===== src/rtl/idft_sig_check.sv =====
// rtl/idft_sig_check.sv - MISR response compactor for the IDFT self-test flow
// Folds Y0..Y3 of NUM_VECTORS frames into a 64-bit signature and checks it against GOLDEN_SIG.
module idft_sig_check #(
  parameter int          FRAME_CYCLES = 2,
  parameter int          NUM_VECTORS  = 64,
  parameter int          TIMEOUT      = 255,
  parameter logic [63:0] GOLDEN_SIG   = 64'h0
) (
  input  logic        clk,
  input  logic        rst,
  input  logic        next_out,
  input  logic [15:0] Y0,
  input  logic [15:0] Y1,
  input  logic [15:0] Y2,
  input  logic [15:0] Y3,
  output logic [63:0] signature,
  output logic [15:0] vec_count,
  output logic        done,
  output logic        pass,
  output logic        timeout,
  output logic        frame_err
);

  typedef enum logic [1:0] {IDLE, CAPTURE, DONE} state_t;

  localparam logic [15:0] LAST_CYC = 16'(FRAME_CYCLES - 1);
  localparam logic [15:0] NUM_VEC  = 16'(NUM_VECTORS);
  localparam logic [31:0] WD_LAST  = 32'(TIMEOUT - 1);

  state_t      state, state_n;
  logic [15:0] frame_cnt, frame_cnt_n;
  logic [31:0] wdog, wdog_n;
  logic [63:0] sig_n, misr;
  logic [15:0] vec_n;
  logic        done_n, pass_n, timeout_n, frame_err_n;

  always_ff @(posedge clk) begin
    if (rst) begin
      state     <= IDLE;
      frame_cnt <= '0;
      wdog      <= '0;
      signature <= '0;
      vec_count <= '0;
      done      <= 1'b0;
      pass      <= 1'b0;
      timeout   <= 1'b0;
      frame_err <= 1'b0;
    end else begin
      state     <= state_n;
      frame_cnt <= frame_cnt_n;
      wdog      <= wdog_n;
      signature <= sig_n;
      vec_count <= vec_n;
      done      <= done_n;
      pass      <= pass_n;
      timeout   <= timeout_n;
      frame_err <= frame_err_n;
    end
  end

  // Next MISR value, computed every cycle but only committed on a valid capture.
  always_comb begin
    misr = {signature[62:0],
            signature[63] ^ signature[62] ^ signature[60] ^ signature[59]}
           ^ {Y0, Y1, Y2, Y3};
  end

  always_comb begin
    state_n     = state;
    frame_cnt_n = frame_cnt;
    wdog_n      = wdog;
    sig_n       = signature;
    vec_n       = vec_count;
    done_n      = done;
    pass_n      = pass;
    timeout_n   = timeout;
    frame_err_n = frame_err;

    case (state)
      IDLE: begin
        if (next_out) begin
          state_n     = CAPTURE;
          frame_cnt_n = '0;
          wdog_n      = '0;
        end else if (wdog == WD_LAST) begin
          state_n   = DONE;
          timeout_n = 1'b1;
          done_n    = 1'b1;
          pass_n    = 1'b0;
        end else begin
          wdog_n = wdog + 32'd1;
        end
      end

      CAPTURE: begin
        // next_out on the last capture cycle is a legal back-to-back frame, not an error.
        if (next_out && (frame_cnt != LAST_CYC)) begin
          frame_err_n = 1'b1;
          frame_cnt_n = '0;
        end else begin
          sig_n = misr;
          if (frame_cnt == LAST_CYC) begin
            vec_n       = vec_count + 16'd1;
            frame_cnt_n = '0;
            wdog_n      = '0;
            if (vec_n == NUM_VEC) begin
              state_n = DONE;
              done_n  = 1'b1;
              pass_n  = (misr == GOLDEN_SIG) && !frame_err;
            end else if (next_out) begin
              state_n = CAPTURE;
            end else begin
              state_n = IDLE;
            end
          end else begin
            frame_cnt_n = frame_cnt + 16'd1;
          end
        end
      end

      DONE: begin
        state_n = DONE;
      end

      default: begin
        state_n = IDLE;
      end
    endcase
  end

endmodule

===== config.mk =====
export PLATFORM = sky130hd
export DESIGN_NAME = idft_sig_check
export DESIGN_NICKNAME = d
export VERILOG_FILES = /design/src/rtl/idft_sig_check.sv
export SDC_FILE = /design/constraint.sdc
export NUM_CORES = 1
export LEC_CHECK = 0
export BUFFER_PORTS_ARGS = -buffer_cell sky130_fd_sc_hd__buf_2
export CORE_MARGIN = 8
export CORE_UTILIZATION = 40
export DETAILED_ROUTE_END_ITERATION = 8
export PLACE_DENSITY = 0.66
export RECOVER_POWER = 100
export SLEW_MARGIN = 20
export SYNTH_ARGS = -nofsm -noshare
export SYNTH_HDL_FRONTEND = slang
export SYNTH_SLANG_ARGS = --single-unit
export TNS_END_PERCENT = 5

===== constraint.sdc =====
create_clock -name clk -period 5.3 [get_ports clk]
set_input_delay 0.265 -clock clk [delete_from_list [all_inputs] [get_ports clk]]
set_output_delay 0.265 -clock clk [all_outputs]
set_load 0.02 [all_outputs]

==> flow_summary.json, run 1 <==
{
  "status": "finished with violations",
  "violations": "capacitance limit, slew limit",
  "drc_errors": 0,
  "synth.distinct_cells": 51,
  "grt_max_degree": 85,
  "drive_gt1_share_pct": 12.8,
  "drt_pre_antenna_iters": 4,
  "timing_hold_violations_final": 0,
  "power_density_mw_per_mm2": 327,
  "drt_wl_total_um": 16500,
  "synth_edf_count": 0,
  "crit_cells": 7,
  "io_buffers": 150,
  "fin_nets": 937,
  "clk_latency_ns": 0.42,
  "cts_sinks": 134,
  "rr_endpoint": "signature[29]$_SDFFE_PP0P_",
  "antenna_found_initial": 1,
  "path_max_fanout": 84,
  "crit_chain": "ha_1 > nor4b_1 > nand4_1 > a21oi_2 > buf_12 > nor2_1 > a211oi_1",
  "vias_per_cell": 5.13,
  "busiest_layer": "met2",
  "cts-root-buf": "clkbuf_16",
  "fin_util_pct": 49.1,
  "synth_fp_nets": 804,
  "ctsHoldBuffers": 0,
  "die_h_um": 142,
  "cp-startpoint": "frame_cnt[0]$_SDFFE_PP0P_",
  "ant_nets": 0,
  "place.gp.congestion": 0.807,
  "start_util_pct": 40.5,
  "rr_worst_depth": 7,
  "drt_iter0_markers": 372,
  "ctsResizeCount": 0,
  "max_freq_mhz": 279,
  "maxCapViolCount": 1,
  "reg2reg_slack_ns": 1.71,
  "cp_num_buf_inv": 1,
  "clock_skew_ns": 0.00610,
  "crit_end": "signature[29]$_SDFFE_PP0P_",
  "grt_usage_pct": 16.6,
  "cts_tree": "done",
  "whs_ns": 0.169,
  "synth-main-ff-cell": "dfxtp_1",
  "worst_pin_slew_ns": 1.81,
  "clkTransAtPathRegs_ns": 0.06,
  "hpwl_um": 12100,
  "cts_made_buffers": 17,
  "synthCells": 732,
  "maxSlewViolCount": 44,
  "grt_pass1_vias": 5318,
  "core_sq_mm": 0.0157,
  "netlist.area_leader.share_pct": 42.1,
  "crit_path_max_incr_delay_ns": 1.42,
  "postCtsSetupBuffers": 0,
  "grt_overflow": 0,
  "synth_async_sr_flop_share_pct": 0,
  "min_period_ns": 3.59,
  "cpLargestDelayFamily": "compound AO/OA/AOI/OAI gates",
  "die_area_sq_mm": 0.0202,
  "rr_startpoint": "frame_cnt[0]$_SDFFE_PP0P_",
  "clockBufferDepth": 2,
  "rsz0062_at_grt": "false",
  "rows": 46,
  "area_growth_pct": 21.1,
  "setup-tns-final_ns": 0,
  "syn_avg_cell_area_sq_um": 8.70,
  "maxSlewHeadroom_pct": -20.9,
  "setup_slack_ns": 1.71,
  "setup_viol": 0,
  "fin_crit_sh_pct": 67.6,
  "required_ns": 5.62,
  "yosys.area.top_type": "dfxtp_1",
  "p_leak_nw": 2.59,
  "yosys_warnings": 0,
  "grt_util_met2_pct": 25.8,
  "wire_per_inst_um": 15.1,
  "critPathArrivalTime_ns": 3.91,
  "grt_pass1_wl_um": 27200,
  "critPathCaptureType": "register",
  "cp-start-kind": "register",
  "num_io_pins": 151,
  "critPathKind": "reg2reg",
  "use_met1_pct": 21.6,
  "hold_class": "in2reg",
  "dpl_worst_slack_ns": 2.13,
  "crit_slowest_cell": "a21oi_2",
  "vias": 5612,
  "ir_drop_uv": 229,
  "syn-cell-area_sq_mm": 0.00637,
  "netlist_top_cells_area": "dfxtp_1 42%, xnor2_1 13%, nor2_1 8.0%",
  "yosysSeqAreaShare_pct": 42.1,
  "synth_seq_cells": 134,
  "die_w_um": 142,
  "grt_use_met3_pct": 3.86,
  "h-tree-depth": 4
}
==> per-stage QoR <==
stage / cells / instance area (sq um) / power [mW]
after floorplan: 732 / 6370 / 1.32
after global placement: 1062 / 7270 / 1.43
after detailed placement: 1062 / 7270 / 1.43
after CTS: 1094 / 7830 / 2.56
after global routing: 1095 / 7710 / 2.62
final: 1095 / 7710 / 2.52
==> cell usage after synthesis (all sizes together), types with 3 or more instances <==
library cell,count
o21ai,8
and4,9
a21o,6
and3,6
nor3,25
or2,3
a21oi,20
ha,5
or3,8
nand3,28
a31oi,4
nor2,135
nor4b,4
or4b,3
nor4,18
a211oi,64
and2,5
inv,11
xnor2,94
dfxtp,134
buf,19
nand4,29
clkbuf,20
mux2i,4
nand2,30
xor2,20
==> sequential cells by signal, summed over array words and instances (netlist names) <==
signal     flops
done           1
frame_cnt     16
frame_err      1
pass           1
signature     64
state          2
timeout        1
vec_count     16
wdog          32
==> layout by cell type (no fill, tap or decap), drive strengths merged, types with 20 or more instances in the layout <==
cell | synthesis | final
a211oi | 64 | 64
clkbuf | 20 | 103
a21oi | 20 | 20
xnor2 | 94 | 94
nand3 | 28 | 28
nand2 | 30 | 30
nor3 | 25 | 25
buf | 19 | 68
nand4 | 29 | 29
nor2 | 135 | 135
xor2 | 20 | 20
dfxtp | 134 | 134
==> layer usage <==
metal | up-vias | wire, um
met2 | 117 | 7630
li1 | 2871 | -
met3 | 25 | 678
met5 | - | 0
met4 | 0 | 340
met1 | 2599 | 7850
==> report_power, final <==
group | switching [mW] | internal [mW]
Sequential | 0.0423 | 1.05
Clock | 0.461 | 0.660
Combinational | 0.193 | 0.117
==> worst min-delay path by stage <==
stage	startpoint	end	slack, ns	cells past startpoint
after detailed placement	frame_cnt[14]$_SDFFE_PP0P_	frame_cnt[14]$_SDFFE_PP0P_	0.47	2
after global placement	frame_cnt[14]$_SDFFE_PP0P_	frame_cnt[14]$_SDFFE_PP0P_	0.47	2
after CTS	Y0[9]	signature[57]$_SDFFE_PP0P_	0.15	3
after global routing	Y0[9]	signature[57]$_SDFFE_PP0P_	0.17	3
final	Y2[8]	signature[24]$_SDFFE_PP0P_	0.17	3
after floorplan	frame_cnt[14]$_SDFFE_PP0P_	frame_cnt[14]$_SDFFE_PP0P_	0.45	2
==> layout make-up <==
| type | count | area (sq um) |
|---|---|---|
| Clock inverter | 14 | 126 |
| Clock buffer | 18 | 439 |
| Sequential cell | 134 | 2680 |
| Antenna cell | 1 | 2.50 |
| Inverter | 11 | 41.3 |
| Fill cell | 1567 | 8000 |
| Tap cell | 216 | 270 |
| Multi-Input combinational cell | 548 | 3470 |
| Timing Repair Buffer | 153 | 679 |
==> cell families after synthesis <==
family / Yosys count / share of synthesized area [%]
multiplexers: 5 / 0.806
AND/OR/NAND/NOR: 310 / 24.4
flip-flops: 134 / 42.1
buffers and inverters: 50 / 3.30
adder cells (fa/ha/maj): 5 / 0.982
AO/OA/AOI/OAI: 114 / 12.8
XOR/XNOR: 114 / 15.7
==> worst register-to-register path, cell delays in order (launching register included) <==
cell,delay (ns)
dfxtp_1,0.39
ha_1,0.17
nor4b_1,0.32
nand4_1,0.41
a21oi_2,1.42
buf_12,0.42
nor2_1,0.11
a211oi_1,0.24
Power figures use the tool's default switching activity.
==> run 2, diff against run 1 <==
==> constraint.sdc (replaced) <==
create_clock -name clk -period 3.45 [get_ports clk]
set_input_delay 0.1725 -clock clk [delete_from_list [all_inputs] [get_ports clk]]
set_output_delay 0.1725 -clock clk [all_outputs]
set_load 0.02 [all_outputs]
==> run 2 against run 1 <==
Net effect: the flow now finishes without violations; wire length grew 1.5%; sequential share of layout area fell by 0.54 points; non-clock buffer count grew 2; clock power is 88% higher; combinational power rose by 54%; global-route usage is 0.065 points higher; cell count barely moved; fmax rose by 26%; clock skew rose by 0.0075 ns; sequential cell count unchanged; worst setup slack lost 1.1 ns.
==> flow_summary.json, run 2 (synthesis gave the netlist of run 1 again) <==
{
  "mostFrequentLayoutCells": "135 x nor2_1, 134 x dfxtp_1, 94 x xnor2_1",
  "largest_reg_flops": 64,
  "critPathArrivalTime_ns": 3.14,
  "place.gp.congestion": 0.774,
  "cts_tree": "done",
  "drive_gt1_share_pct": 12.7,
  "rows": 46,
  "antenna_found_initial": 0,
  "p_leak_nw": 2.65,
  "hold_class": "in2reg",
  "fin_crit_sh_pct": 82.2,
  "maxSlewHeadroom_pct": 29.6,
  "critPathCaptureType": "register",
  "clkTransAtPathRegs_ns": 0.07,
  "min_period_ns": 2.84,
  "critPathKind": "reg2reg",
  "max_freq_mhz": 353,
  "setup-tns-final_ns": 0,
  "drc_errors": 0,
  "crit_path_max_incr_delay_ns": 0.47,
  "cp-startpoint": "frame_cnt[0]$_SDFFE_PP0P_",
  "h-tree-depth": 4,
  "die_h_um": 142,
  "maxCapViolCount": 0,
  "ctsResizeCount": 0,
  "fin_nets": 939,
  "drt_wl_total_um": 16700,
  "setup_viol": 0,
  "rr_startpoint": "frame_cnt[0]$_SDFFE_PP0P_",
  "die_area_sq_mm": 0.0202,
  "clk_latency_ns": 0.43,
  "core_sq_mm": 0.0157,
  "status": "complete, no violations",
  "hpwl_um": 12100,
  "top_regs": "signature: 64 flops, wdog: 32 flops",
  "ir_drop_uv": 305,
  "final_common_cell": "nor2_1",
  "vias": 5675,
  "grt_usage_pct": 16.7,
  "worst_pin_slew_ns": 1.06,
  "reg2reg_slack_ns": 0.61,
  "cts_made_buffers": 17,
  "vias_per_cell": 5.18,
  "n_antenna_cell": 0,
  "io_buffers": 150,
  "rsz0062_at_grt": "false",
  "wire_per_inst_um": 15.3,
  "ctsHoldBuffers": 0,
  "regMostFlops": "signature",
  "placed_area_sq_mm": 0.00728,
  "grt_pass1_wl_um": 27100,
  "cp-start-kind": "register",
  "clockBufferDepth": 2,
  "die_w_um": 142,
  "grt_max_degree": 127,
  "grt_pass1_vias": 5316,
  "crit_slowest_cell": "clkbuf_1",
  "stdcell_area_sq_mm": 0.00783,
  "postCtsSetupBuffers": 0,
  "totalPowerFinal_mw": 4.25,
  "power_density_mw_per_mm2": 542,
  "area_growth_pct": 23.0,
  "timing_hold_violations_final": 0,
  "start_util_pct": 40.5,
  "clock_skew_ns": 0.0136,
  "path_max_fanout": 11,
  "rr_endpoint": "pass$_SDFFE_PP0P_",
  "grt_overflow": 0,
  "num_io_pins": 151,
  "maxSlewViolCount": 0,
  "hold_depth": 3,
  "rr_worst_depth": 7,
  "cts_sinks": 134,
  "crit_end": "pass$_SDFFE_PP0P_",
  "crit_chain": "ha_1 > nor4b_1 > nand4_1 > nor2_1 > clkbuf_1 > a31oi_1 > mux2_1",
  "drt_iter0_markers": 344,
  "ant_nets": 0,
  "required_ns": 3.75,
  "cts-root-buf": "clkbuf_16",
  "drt_pre_antenna_iters": 5
}
[run 2: stage by stage]
| step | std cells | utilization, % | setup WS, ns | hold WS, ns |
|---|---|---|---|---|
| 6_report | 1096 | 49.9 | 0.614 | 0.0661 |
| 5_1_grt | 1096 | 49.9 | 0.330 | 0.0712 |
| 4_1_cts | 1096 | 50.7 | 0.780 | 0.0547 |
| 3_5_place_dp | 1064 | 46.3 | 0.810 | 0.440 |
| 3_3_place_gp | 1064 | 46.3 | 0.875 | 0.437 |
| 2_1_floorplan | 732 | - | 0.951 | 0.402 |
[run 2: worst min path at each step]
stage / end / slack [ns] / from
2_1_floorplan: signature[12]$_SDFFE_PP0P_ / 0.40 / Y3[12]
3_3_place_gp: done$_SDFFE_PP0P_ / 0.44 / done$_SDFFE_PP0P_
3_5_place_dp: done$_SDFFE_PP0P_ / 0.44 / done$_SDFFE_PP0P_
4_1_cts: signature[29]$_SDFFE_PP0P_ / 0.05 / Y2[13]
5_1_grt: signature[29]$_SDFFE_PP0P_ / 0.07 / Y2[13]
6_report: signature[29]$_SDFFE_PP0P_ / 0.07 / Y2[13]
[run 2: layout make-up]
cell class	count	area [sq um]
fillers	1518	7880
clock inverters	14	244
flip-flops and latches	134	2680
inverters	11	41.3
multi-input cells	548	3470
repair buffers	155	691
well taps	216	270
clock buffers	18	439
[run 2: metal layers]
metal / vias up / global-route usage (%) / wire, um
met3: 18 / 4.43 / 741
met5: - / 0 / 0
li1: 2870 / - / -
met4: 0 / 7.24 / 238
met1: 2664 / 21.3 / 7950
met2: 123 / 26.1 / 7820
[run 2: critical path, delay by kind of cell (launching register included)]
| kind | cells | cell delay (ns) |
|---|---|---|
| simple gates | 3 | 1.12 |
| buf+inv | 1 | 0.47 |
| flops | 1 | 0.40 |
| mux | 1 | 0.35 |
| compound gates | 1 | 0.21 |
| fa+ha+maj | 1 | 0.17 |
[run 2: power by group]
part / internal [mW] / total (mW) / switching [mW]
sequential: 1.61 / 1.67 / 0.0637
clock: 1.38 / 2.10 / 0.713
combinational: 0.180 / 0.477 / 0.296
